<file path="config.mk">
export PLATFORM = sky130hd
export DESIGN_NAME = lsu_param
export DESIGN_NICKNAME = d
export VERILOG_FILES = /design/src/rtl/gpu_pkg.sv /design/src/rtl/lsu_param.sv
export SDC_FILE = /design/constraint.sdc
export NUM_CORES = 1
export LEC_CHECK = 0
export CAP_MARGIN = 20
export CORE_UTILIZATION = 40
export DETAILED_ROUTE_END_ITERATION = 7
export PLACE_DENSITY = 0.75
export SYNTH_ARGS = -nofsm -noshare
export SYNTH_HDL_FRONTEND = slang
export SYNTH_SLANG_ARGS = --single-unit
</file>
<file path="constraint.sdc">
create_clock -name clk -period 1.95 [get_ports clk]
set_clock_uncertainty 0.05 [all_clocks]
set_input_delay 0.39 -clock clk [delete_from_list [all_inputs] [get_ports clk]]
set_output_delay 0.39 -clock clk [all_outputs]
set_load 0.01 [all_outputs]
</file>
<file path="src/rtl/gpu_pkg.sv">
// Shared GPU core types and default widths used by the LSU, register file and memory controller.
package gpu_pkg;

  localparam int unsigned GPU_ADDR_WIDTH = 8;
  localparam int unsigned GPU_DATA_WIDTH = 8;

  typedef enum logic [1:0] {
    IDLE    = 2'd0,
    WAITING = 2'd1,
    DONE    = 2'd2,
    ERROR   = 2'd3
  } lsu_state_t;

endpackage : gpu_pkg

</file>
<file path="src/rtl/lsu_param.sv">
// Per-lane load/store unit: issues one LDR/STR to the data-memory controller, with
// optional response timeout, completion strobe and retire handshake.
module lsu_param
  import gpu_pkg::*;
#(
  parameter int unsigned ADDR_WIDTH     = GPU_ADDR_WIDTH,
  parameter int unsigned DATA_WIDTH     = GPU_DATA_WIDTH,
  parameter int unsigned TIMEOUT_CYCLES = 255
) (
  input  logic                  clk,
  input  logic                  reset,
  input  logic                  enable,
  input  logic                  decoded_mem_read_enable,
  input  logic                  decoded_mem_write_enable,
  input  logic [ADDR_WIDTH-1:0] rs,
  input  logic [DATA_WIDTH-1:0] rt,
  output logic                  mem_read_valid,
  output logic [ADDR_WIDTH-1:0] mem_read_address,
  input  logic                  mem_read_ready,
  input  logic [DATA_WIDTH-1:0] mem_read_data,
  output logic                  mem_write_valid,
  output logic [ADDR_WIDTH-1:0] mem_write_address,
  output logic [DATA_WIDTH-1:0] mem_write_data,
  input  logic                  mem_write_ready,
  output logic [1:0]            lsu_state,
  output logic                  lsu_waiting,
  output logic                  lsu_done,
  output logic                  lsu_error,
  output logic [DATA_WIDTH-1:0] lsu_out
);

  // A zero timeout still needs a legal (unused) one-bit counter.
  localparam int unsigned CNT_WIDTH = (TIMEOUT_CYCLES > 0) ? $clog2(TIMEOUT_CYCLES + 1) : 1;
  localparam logic [CNT_WIDTH-1:0] CNT_LIMIT = CNT_WIDTH'(TIMEOUT_CYCLES);
  localparam bit TIMEOUT_EN = (TIMEOUT_CYCLES > 0);

  lsu_state_t            state_q, state_d;
  logic                  rd_valid_q, rd_valid_d;
  logic                  wr_valid_q, wr_valid_d;
  logic [ADDR_WIDTH-1:0] addr_q, addr_d;
  logic [DATA_WIDTH-1:0] data_q, data_d;
  logic [DATA_WIDTH-1:0] out_q, out_d;
  logic                  waiting_q, waiting_d;
  logic                  done_q, done_d;
  logic                  error_q, error_d;
  logic [CNT_WIDTH-1:0]  cnt_q, cnt_d;
  logic [CNT_WIDTH-1:0]  cnt_inc_c;

  // Saturating increment so the counter can never wrap back below the limit.
  assign cnt_inc_c = (cnt_q == CNT_LIMIT) ? cnt_q : cnt_q + CNT_WIDTH'(1);

  always_comb begin
    state_d    = state_q;
    rd_valid_d = rd_valid_q;
    wr_valid_d = wr_valid_q;
    addr_d     = addr_q;
    data_d     = data_q;
    out_d      = out_q;
    waiting_d  = waiting_q;
    done_d     = 1'b0;
    error_d    = error_q;
    cnt_d      = cnt_q;

    unique case (state_q)
      IDLE: begin
        waiting_d = 1'b0;
        if (enable) begin
          if (decoded_mem_read_enable && decoded_mem_write_enable) begin
            error_d = 1'b1;
            done_d  = 1'b1;
            state_d = ERROR;
          end else if (decoded_mem_read_enable || decoded_mem_write_enable) begin
            addr_d     = rs;
            if (decoded_mem_write_enable) data_d = rt;
            rd_valid_d = decoded_mem_read_enable;
            wr_valid_d = decoded_mem_write_enable;
            waiting_d  = 1'b1;
            cnt_d      = '0;
            state_d    = WAITING;
          end
        end
      end

      // Only the channel we issued on can complete; ready beats a same-cycle expiry.
      WAITING: begin
        if (rd_valid_q && mem_read_ready) begin
          rd_valid_d = 1'b0;
          out_d      = mem_read_data;
          waiting_d  = 1'b0;
          done_d     = 1'b1;
          state_d    = DONE;
        end else if (wr_valid_q && mem_write_ready) begin
          wr_valid_d = 1'b0;
          waiting_d  = 1'b0;
          done_d     = 1'b1;
          state_d    = DONE;
        end else if (TIMEOUT_EN) begin
          cnt_d = cnt_inc_c;
          if (cnt_inc_c == CNT_LIMIT) begin
            rd_valid_d = 1'b0;
            wr_valid_d = 1'b0;
            waiting_d  = 1'b0;
            error_d    = 1'b1;
            done_d     = 1'b1;
            state_d    = ERROR;
          end
        end
      end

      DONE, ERROR: begin
        if (!decoded_mem_read_enable && !decoded_mem_write_enable) begin
          error_d = 1'b0;
          state_d = IDLE;
        end
      end

      default: state_d = IDLE;
    endcase
  end

  always_ff @(posedge clk or negedge reset) begin
    if (!reset) begin
      state_q    <= IDLE;
      rd_valid_q <= 1'b0;
      wr_valid_q <= 1'b0;
      addr_q     <= '0;
      data_q     <= '0;
      out_q      <= '0;
      waiting_q  <= 1'b0;
      done_q     <= 1'b0;
      error_q    <= 1'b0;
      cnt_q      <= '0;
    end else begin
      state_q    <= state_d;
      rd_valid_q <= rd_valid_d;
      wr_valid_q <= wr_valid_d;
      addr_q     <= addr_d;
      data_q     <= data_d;
      out_q      <= out_d;
      waiting_q  <= waiting_d;
      done_q     <= done_d;
      error_q    <= error_d;
      cnt_q      <= cnt_d;
    end
  end

  assign mem_read_valid    = rd_valid_q;
  assign mem_read_address  = addr_q;
  assign mem_write_valid   = wr_valid_q;
  assign mem_write_address = addr_q;
  assign mem_write_data    = data_q;
  assign lsu_state         = state_q;
  assign lsu_waiting       = waiting_q;
  assign lsu_done          = done_q;
  assign lsu_error         = error_q;
  assign lsu_out           = out_q;

endmodule : lsu_param

</file>
==> run metrics, run 1 <==
outcome completed; CP cell instances clkdlybuf4s15_2, ha_1, or4b_4, nor2_8, buf_12, mux2_2; Avg WL per Cell 13.8 microns; worst skew pair latency 0.29 ns; H-tree depth 2; Final Cell Area 3010 sq um; Port-buffer cells 69; gr usage total 18.4%; layout cell share with drive strength beyond 1 27.7%; Mapped Area 1950 sq um; vias in the first global route 1598; DRC errors left 0; #FFs+latches synth 39; CTS Buf Count 5; met2 WL post-DR 2.23 mm; die width 71.8 microns; WS Path Type in -> reg; IO Pins 70; HP Class in -> async; P_leak 1.35 nW; Peak Freq 0.527 GHz; number of synthesis warnings 0; worst slew pin tran 0.550 ns; CP max stage delay 0.58 ns; Remaining Overflow, GRT 0; final WL 4.42 mm; Ant. Diodes 0; first drt pass iteration count 4; Max-cap violations 0; area grow syn2layout 54.2%; Synth async-reset ratio 100%; core area 4690 sq um; Syn Inst Count 174; Pwr per Cell Area 1420 nW/um^2; fin crit share 97.4%; Cell Area, Placed 2850 sq um; hold bufs inserted after CTS 0; Startpoint Class input port; minimum clock period 1.90 ns; final-report hold violation count 0; Main synth FF type dfrtp_1; first-pass GRT wire length 7.18 mm; Slew Limit Fails 0; DP HPWL 3.40 mm; # rows 25; Crit. End Element register; CP Data Arrival Time 2.03 ns; Worst Path Required 2.08 ns; Setup TNS 0 ns; number of synthesized flops with an enable pin 0; met3 routed WL 215 microns; initial antenna violation count 0; Yosys cell types 43; CTS tree done; most frequent cells in the layout clkdlybuf4s50_1, dfrtp_1, buf_4, mux2_2, nand2_1; Vias 1659; clock input transition at the sequential cells of the worst setup and hold paths 0.08 ns; layout filler cell count 374; Placer Congestion 0.870; DRT antenna net count 0; initial DRC count 81; top layer in use met4; sequential share of the synthesized area 50.0%; CP Max Fanout 8; WL met1 1.88 mm; CP max stage cell or4b_4; maximum clock path buffer count 2; Setup violations, final 0; relative slew slack 63.3%; most common cell after layout, fill and taps aside clkdlybuf4s50_1; Final nets 301; Net Count, Synth 209; syn_area_per_cell 11.2 sq um; CTS Sinks 39; die area 5160 sq um; Initial Utilization 41.6%; fin util 64.1%; clk root buf clkbuf_8; largest net degree at the start of global routing 26; vias per cell 5.17; RSZ-0062 raised after global routing no; Peak VDD IR 0.813 mV; die height 71.8 microns
## synth_stat cells, types with 2 or more instances
cell	n	share of area, %
a21oi_1	13	3.3
nand2_2	2	0.64
nand2b_1	3	0.96
a21o_1	2	0.77
nand3_1	4	1.0
a22oi_1	3	1.2
mux2_2	24	14
a31oi_1	4	1.3
o21ai_0	6	1.5
dfrtp_1	39	50
inv_1	5	0.96
a21boi_0	2	0.77
o211ai_1	2	0.77
buf_4	8	3.1
ha_1	4	2.6
and3_1	3	0.96
clkbuf_1	4	0.77
and2_1	2	0.64
nor2_1	3	0.58
nand2_1	18	3.5
## power by group
group	internal (W)	total [W]	switching, W	leakage [nW]
logic	0.00127	0.00209	0.000818	0.793
clock network	0.000511	0.000790	0.000279	0.0654
registers	0.00116	0.00140	0.000241	0.487
total	0.00294	0.00428	0.00134	1.35
## critical path: cells and delay by family
| family | cells | cell delay [ns] |
|---|---|---|
| buffers and inverters | 2 | 0.34 |
| adders and majority gates | 1 | 0.22 |
| and+or+nand+nor | 2 | 0.75 |
| muxes | 1 | 0.33 |
## cells by family (layout without fill, tap and decap cells)
family / Yosys count / after routing / share of synthesized area (%)
adder cells (fa/ha/maj): 4 / 4 / 2.57
buffers and inverters: 18 / 111 / 5.07
multiplexers: 26 / 26 / 15.1
flip-flops: 39 / 39 / 50.0
AND/OR/NAND/NOR: 45 / 45 / 13.2
AO/OA/AOI/OAI: 42 / 42 / 14.0
## repair_timing
action | CTS | global route
setup buffers | 1 | 1
resized for setup | 5 | 3
pin swaps | 2 | 4
endpoints found under the setup margin | 26 | 17
## path summary, 6_finish.rpt
| check | slack (ns) | end | start | cells after the start |
|---|---|---|---|---|
| max in group asynchronous | 1.28 | mem_write_data[7] | reset | 2 |
| hold reg to reg | 0.46 | lsu_out[7] | lsu_out[7] | 1 |
| setup / recovery | 0.05 | mem_read_address[7] | decoded_mem_read_enable | 6 |
| setup reg to reg | 0.06 | lsu_waiting | cnt_q[0] | 6 |
| min in group clk | 0.44 | mem_read_valid | decoded_mem_read_enable | 3 |
| hold / removal | 0.03 | cnt_q[0] | reset | 1 |
## routing by layer
layer  GRT usage, %  vias up
met5              0        -
met4           9.80        0
met3           3.94        7
met2           30.6       51
met1           22.5      794
li1               -      807
## state kept, by name, summed over array words and instances (netlist names)
register,cells
mem_write_data,8
lsu_out,8
lsu_state,2
cnt_q,8
mem_read_address,8
lsu_done,1
lsu_error,1
mem_read_valid,1
lsu_waiting,1
mem_write_valid,1
## through the flow
step                power (W)  setup slack, ns  instances  hold slack [ns]
finish                0.00428           0.0515        321           0.0276
global route          0.00455          0.00748        321           0.0649
CTS                   0.00432           0.0158        320           0.0472
detailed placement    0.00350           -0.642        311            0.367
global placement      0.00346           -0.593        311            0.371
floorplan             0.00244          0.00981        174           0.0444
## cell type report
| class | count | area (sq um) | share of cell area (%) |
|---|---|---|---|
| Sequential cell | 39 | 976 | 32.4 |
| Timing Repair Buffer | 98 | 912 | 30.3 |
| Tap cell | 54 | 67.6 | 2.25 |
| Clock buffer | 6 | 72.6 | 2.41 |
| Multi-Input combinational cell | 117 | 901 | 30.0 |
| Clock inverter | 2 | 60.1 | 2.00 |
| Inverter | 5 | 18.8 | 0.624 |
(Power assumes the default switching activity.)
==> inputs of run 2 (changes only) <==
Settings changed: CORE_UTILIZATION 40 to 52, DONT_BUFFER_PORTS from default to 1, PLACE_DENSITY 0.75 to 0.69.
==> run metrics, run 2 (synthesis gave the netlist of run 1 again) <==
outcome completed; initial DRC count 63 (-22%); Setup violations, final 0 (unchanged); largest net degree at the start of global routing 40 (+54%); first-pass GRT wire length 6.71 mm (-6.5%); DRC errors left 0 (unchanged); CP Data Arrival Time 2.03 ns (about the same); CTS Sinks 39 (unchanged); Vias 1410 (-15%); Startpoint Class register; initial antenna violation count 0 (unchanged); layout filler cell count 282 (-25%); Ant. Diodes 0 (unchanged); CP max stage cell dfrtp_1; DRT antenna net count 0 (unchanged); vias per cell 5.83 (+13%); Max-cap violations 0 (unchanged); Port-buffer cells 0 (-100%); Crit path max-delay family simple AND/OR/NAND/NOR gates; Worst Path Required 2.08 ns (about the same); die area 4000 sq um (-22%); WL met1 1.70 mm (-9.7%); Final nets 230 (-24%); met2 WL post-DR 2.00 mm (-10%); Crit. End Element register; worst skew pair latency 0.28 ns (about the same); Initial Utilization 56.2% (+15 points); DP HPWL 3.04 mm (-10%); Pwr per Cell Area 1430 nW/um^2 (+0.54%); Remaining Overflow, GRT 0 (unchanged); H-tree depth 2 (unchanged); Peak VDD IR 0.838 mV (+3.0%); clk root buf clkbuf_8; P_leak 1.05 nW (-22%); clock input transition at the sequential cells of the worst setup and hold paths 0.08 ns (about the same); fin crit share 97.5% (+0.098 points); Placer Congestion 0.847 (-2.7%); worst slew pin tran 0.378 ns (-0.172 ns); CP cell instances ha_4, nand2_4, or3_4, mux2_4, or2_4, a31o_2; vias in the first global route 1459 (-8.7%); first drt pass iteration count 4 (unchanged); CP Max Fanout 4 (-4); CP max stage delay 0.40 ns (-0.18 ns); fin util 65.3% (+1.2 points); die width 63.2 microns (-12%); WS Path Type reg -> reg; IO Pins 70 (unchanged); minimum clock period 1.90 ns (+0.00190 ns); area grow syn2layout 16.0%; Layout Cells excl Fill 242 (-25%); RSZ-0062 raised after global routing no; final-report hold violation count 0 (unchanged); Slew Limit Fails 0 (unchanged); dpl cells 231 (-26%); most frequent cells in the layout dfrtp_1, buf_4, mux2_2, nand2_1, a21oi_1; maximum clock path buffer count 2 (unchanged); met3 routed WL 304 microns (+41%); HP Class in -> reg; top layer in use met4; gr usage total 21.8% (+3.3 points); final WL 4.07 mm (-8.0%); layout cell share with drive strength beyond 1 35.2% (+7.5 points); Worst Path Buf+Inv 0 (-2); CTS Buf Count 5 (unchanged); # rows 21 (-16%); CTS tree done; die height 63.2 microns (-12%); core area 3470 sq um (-26%); relative slew slack 74.7% (+11 points); Avg WL per Cell 16.8 microns (+22%); Peak Freq 0.526 GHz (-0.10%); most common cell after layout, fill and taps aside dfrtp_1
[run 2: layer usage]
layer	track usage, %	up-vias
met5	0	-
met4	8.52	0
met3	5.80	5
met2	36.0	64
met1	27.1	675
li1	-	666
[run 2: final timing paths]
path,start,endpoint,slack (ns),cells past startpoint
worst max-delay path,cnt_q[0],lsu_waiting,0.05,6
worst min-delay path,rt[6],mem_write_data[6],0.20,1
worst max register to register,cnt_q[0],lsu_waiting,0.05,6
worst min register to register,cnt_q[3],cnt_q[3],0.53,2
max in group asynchronous,reset,mem_write_data[4],1.14,2
min in group asynchronous,reset,lsu_state[0],0.54,2
[run 2: cell type report]
cell class	instances	area, sq um	area share (%)
Clock buffer	5	68.8	3.04
Clock inverter	3	25.0	1.11
Inverter	5	18.8	0.829
Multi-Input combinational cell	117	900	39.7
Sequential cell	39	976	43.1
Tap cell	46	57.6	2.54
Timing Repair Buffer	27	218	9.62
[run 2: timing repair]
item                                    in CTS  in global routing
endpoints found under the setup margin       0                  3
endpoints found under the hold margin       39                  0
gates resized for setup                      0                  2
buffers inserted                             0                  1
hold buffers                                 2                  0
[run 2: worst register-to-register path, cell delays in order, from the launching register on]
cell     delay, ns
dfrtp_1       0.40
ha_4          0.17
nand2_4       0.04
or3_4         0.37
mux2_4        0.31
or2_4         0.26
a31o_2        0.20
[run 2: through the flow]
step,setup slack [ns],area [sq um],hold slack (ns),power (W),setup TNS (ns)
floorplan,0.00981,1970,0.0444,0.00244,0
global placement,-0.00776,2130,0.0451,0.00263,-0.0577
detailed placement,-0.0710,2130,0.0452,0.00269,-0.550
CTS,0.0281,2250,0.191,0.00327,0
global route,0.00429,2260,0.186,0.00346,0
finish,0.0496,2260,0.199,0.00324,0
[run 2: power by group]
group          switching, W  internal, W  total [W]
registers          0.000451      0.00116    0.00161
clock network      0.000284     0.000255   0.000539
logic              0.000520     0.000572    0.00109
==> patch 1: new RTL, settings of run 2 <==
Take the reset off `addr_q` and load it in a clocked block of its own.
--- a/src/rtl/lsu_param.sv
+++ b/src/rtl/lsu_param.sv
@@ -123,7 +123,6 @@
       state_q    <= IDLE;
       rd_valid_q <= 1'b0;
       wr_valid_q <= 1'b0;
-      addr_q     <= '0;
       data_q     <= '0;
       out_q      <= '0;
       waiting_q  <= 1'b0;
@@ -134,7 +133,6 @@
       state_q    <= state_d;
       rd_valid_q <= rd_valid_d;
       wr_valid_q <= wr_valid_d;
-      addr_q     <= addr_d;
       data_q     <= data_d;
       out_q      <= out_d;
       waiting_q  <= waiting_d;
@@ -142,6 +140,10 @@
       error_q    <= error_d;
       cnt_q      <= cnt_d;
     end
+  end
+
+  always_ff @(posedge clk) begin
+    addr_q <= addr_d;
   end
 
   assign mem_read_valid    = rd_valid_q;
Check against the original RTL: not equivalent (Yosys sat finds a counterexample within 4 cycles, from zero or initial values and one cycle with reset low).
==> patch 1 against run 2 <==
Sequential cell count is the same. Final area shrank 5.4%. Total power is 12% lower. Worst setup slack improved by 0.083 ns. Non-clock buffer count is 9 lower. Routed wire length fell by 4.5%. Area after synthesis is 1.0% lower. First-iteration DRC count increased by 19%. Largest cell class unchanged.
==> patch 1: results (changes against run 2) <==
Yosys
  • Unique masters post-synth: 48 (+12%)
  • Post-synthesis mux area share: 11.5% (-3.6 points)
  • Top post-synthesis cells by count: dfrtp_1, mux2_2, nand2_1, buf_4, edfxtp_1
  • Net Count, Synth: 194 (-7.2%)
  • Ys async rst share: 79.5% (-21 points)
  • Mean Syn Cell Area: 12.1 sq um (+8.3%)

Finish
  • Fillers: 283 (+0.35%)
  • Area growth syn-to-layout: 10.9%
  • Final net count: 204 (-11%)

Power and ir drop
  • Peak VDD IR: 0.811 mV (-3.2%)
  • Pleak: 0.000908 uW (-14%)
  • Internal: 1840 uW (-7.2%)

Hold path
  • Hold path depth: 0 (-1)
  • Worst Hold Endpoint: mem_read_address[4]

Detailed routing
  • Initial drt markers: 75 (+19%)
  • WL final: 3880 microns (-4.5%)

STA
  • Slew margin rel.: 70.9% (-3.8 points)
  • Worst hold slack: 0.142 ns (-0.0576 ns)

Outcome
  • Run status: finished, final reports clean

Placed design
  • Placed Instances: 205 (-11%)
  • Worst slack, placed: 0.0189 ns (+0.0899 ns)

Setup path
  • Crit path DAT: 1.94 ns (-0.09 ns)
  • Worst setup path end: lsu_state[1]
  • Reg2Reg Setup Slack: 0.13 ns (+0.08 ns)
  • Crit path max fanout: 7 (+3)

GRT
  • Largest net degree at the start of global routing: 32 (-20%)
  • First-pass GRT wire length: 6350 microns (-5.4%)
patch 1: cell type report:
type / count / area share, %
inverter: 4 / 0.701
clock inverter: 1 / 0.409
sequential: 39 / 47.5
multi-input combinational: 101 / 37.1
tap: 46 / 2.69
timing repair buffer: 18 / 7.60
clock buffer: 7 / 4.03
patch 1: power groups by stage:
| stage | clock (uW) | combinational, uW | sequential (uW) |
|---|---|---|---|
| detailed placement | 0 | 852 | 1420 |
| finish | 553 | 873 | 1410 |
| global placement | 0 | 811 | 1420 |
| CTS | 572 | 871 | 1420 |
| floorplan | 0 | 615 | 1380 |
| global route | 603 | 961 | 1450 |
patch 1: per-layer routing:
layer  wire (microns)  vias to the layer above  GRT usage, %
li1                 -                      608             -
met4              103                        0          9.88
met1             1570                      649          24.8
met5                0                        -             0
met3              239                        9          7.30
met2             1970                       59          35.1
patch 1: repair_timing:
item | in CTS | in global routing
gates resized for setup | 0 | 1
endpoints found under the setup margin | 0 | 6
endpoints found under the hold margin | 31 | 0
setup buffers | 0 | 1
hold buffers | 2 | 0
==> patch 2: new RTL, config.mk and constraints of run 2 <==
Made on the original files. Change the package constant `GPU_DATA_WIDTH` from 8 to 12.
--- a/src/rtl/gpu_pkg.sv
+++ b/src/rtl/gpu_pkg.sv
@@ -2,7 +2,7 @@
 package gpu_pkg;
 
   localparam int unsigned GPU_ADDR_WIDTH = 8;
-  localparam int unsigned GPU_DATA_WIDTH = 8;
+  localparam int unsigned GPU_DATA_WIDTH = 12;
 
   typedef enum logic [1:0] {
     IDLE    = 2'd0,
Ports: changed (resized lsu_out, mem_read_data, mem_write_data and rt); port bits go from 70 to 86. The function was not compared with the original's and may differ.
==> patch 2 against run 2 <==
Non-clock buffer count down 15. Total power up 15%. Area after synthesis up 16%. Worst setup slack better by 0.098 ns. Die area up 16%. Count of clock-buffer cells in the layout unchanged. Routed wire length up 8.7%. Sequential cell count up 8. Global-route usage down 2.0 points. Final area up 11%.
==> patch 2: results (changes against run 2) <==
Finish
  • Post-route design area: 2520 sq um (+11%)
  • Fillers: 319 (+13%)
  • Layout cells sized above 1: 31.6% (-3.6 points)
  • Final net count: 235 (+2.2%)
  • Diode count: 0 (unchanged)

STA
  • Slew margin rel.: 66.4% (-8.3 points)

Detailed routing
  • Post-DR wirelength/cell: 18.2 microns (+8.2%)
  • Routed via count: 1,523 (+8.0%)
  • DR pass1 iterations: 4 (unchanged)
  • Initial drt markers: 67 (+6.3%)

Clock tree
  • CTS clock-pin slew for the worst setup and hold paths: 0.09 ns
  • Clock buffer depth: 2 (unchanged)
  • Inserted Clock Buffers: 5 (unchanged)
  • Setup bufs post-CTS: 0 (unchanged)
  • Worst skew pair latency: 0.30 ns (+0.02 ns)

Setup path
  • Max stage delay on crit path: 0.43 ns (+0.03 ns)
  • RR Startpoint: cnt_q[0]
  • Critical Path Slowest Stage Cell: dfrtp_1
  • Crit path DAT: 1.94 ns (-0.09 ns)
  • Crit path from: cnt_q[0]
  • Crit path max fanout: 5 (+1)

GRT
  • Vias in the first global route: 1,510 (+3.5%)
  • Initial antenna violation count: 0 (unchanged)
  • Met3 Use GR: 6.17% (+0.37 points)
  • Met1 usage: 22.6% (-4.5 points)
  • First-pass GRT wire length: 6790 microns (+1.1%)
  • Gr usage total: 19.8% (-2.0 points)
  • Largest net degree at the start of global routing: 48 (+20%)
  • GR Util met2: 34.8% (-1.2 points)

Placed design
  • GPL Wtd Cong: 0.815 (-3.7%)
  • HPWL Detailed: 3280 microns (+8.0%)
  • Worst slack, placed: -0.0237 ns (+0.0473 ns)
  • Area post-placement: 2360 sq um (+11%)

Yosys
  • Unique masters post-synth: 46 (+7.0%)
  • Synth top area cells: dfrtp_1, mux2_2, mux2_4
  • Top FF cell, synth: dfrtp_1
  • Ys async rst share: 100% (unchanged)
  • Cell count after synthesis: 188 (+8.0%)
  • Top post-synthesis cells by count: dfrtp_1, mux2_2, mux2_4, o21ai_0, a21oi_1
  • Register area share after synthesis: 51.9% (+1.9 points)
  • Synth warn: 0 (unchanged)
  • Net Count, Synth: 231 (+11%)

Hold path
  • Hold Path Class: primary input to flip-flop
  • Worst hold start: enable

Power and ir drop
  • Peak VDD IR: 0.662 mV (-21%)
  • Pleak: 0.00114 uW (+8.6%)

Outcome
  • Run status: finished, final reports clean
-- patch 2: changes by cell type after synthesis, moves of 3 or more --
cell,run 2,this run
a21oi_1,13,9
dfrtp_1,39,47
inv_1,5,8
mux2_4,1,10
nand2_1,18,8
nor2_1,3,6
nor3_1,0,4
o21ai_0,6,10
-- patch 2: power by group --
part           switching, uW  total, uW  internal (uW)
logic                    465       1060            595
registers                556       1950           1390
clock network            328        714            386
total                   1350       3720           2370
-- patch 2: metrics by stage --
stage | hold WS (ns) | instances | setup TNS, ns | total power, uW
CTS | 0.172 | 243 | 0 | 3730
detailed placement | 0.0453 | 233 | -0.179 | 2990
global placement | 0.0453 | 233 | 0 | 2910
global route | 0.169 | 243 | 0 | 3960
floorplan | 0.0444 | 188 | -1.39 | 2790
finish | 0.176 | 243 | 0 | 3720
-- patch 2: cell type report --
cell class	count	share of cell area (%)
Tap cell	50	2.48
Clock inverter	3	1.84
Clock buffer	5	2.73
Sequential cell	47	46.7
Timing Repair Buffer	12	4.96
Inverter	8	1.99
Multi-Input combinational cell	118	39.4
-- patch 2: logic make-up (layout without fill, tap and decap cells) --
family / count (synthesis) / in the layout / share of synthesized area, %
AND/OR/NAND/NOR: 39 / 39 / 10.1
buffers and inverters: 23 / 28 / 5.52
flip-flops: 47 / 47 / 51.9
multiplexers: 32 / 32 / 17.6
XOR/XNOR: 2 / 2 / 0.773
AO/OA/AOI/OAI: 41 / 41 / 12.0
adder cells (fa/ha/maj): 4 / 4 / 2.21
-- patch 2: path summary, 6_finish.rpt --
| path | endpoint | slack [ns] | depth (start not counted) |
|---|---|---|---|
| hold reg to reg | lsu_out[11] | 0.54 | 1 |
| hold / removal | lsu_state[0] | 0.18 | 2 |
| setup reg to reg | lsu_state[1] | 0.15 | 5 |
| setup / recovery | lsu_state[1] | 0.15 | 5 |
| max in group asynchronous | lsu_state[1] | 1.10 | 2 |
| min in group asynchronous | mem_write_data[10] | 0.54 | 2 |
-- patch 2: critical path: cells and delay by family, from the launching register on --
family	cells	cell delay (ns)
and+or+nand+nor	1	0.26
adders and majority gates	1	0.28
xor gates and xnor gates	1	0.15
AOI/OAI and AO/OA	2	0.54
DFF	1	0.43
-- patch 2: metal layers --
| metal | up-vias | share of wire [%] | wire [microns] |
|---|---|---|---|
| li1 | 680 | - | - |
| met1 | 752 | 37 | 1650 |
| met2 | 82 | 54 | 2370 |
| met3 | 9 | 7.7 | 342 |
| met4 | 0 | 1.2 | 55 |
| met5 | - | 0 | 0 |
-- patch 2: what timing repair did --
action	in CTS	in global routing
endpoints found under the hold margin	47	0
hold buffers	2	0
setup endpoints to repair	0	1
resized for setup	0	2
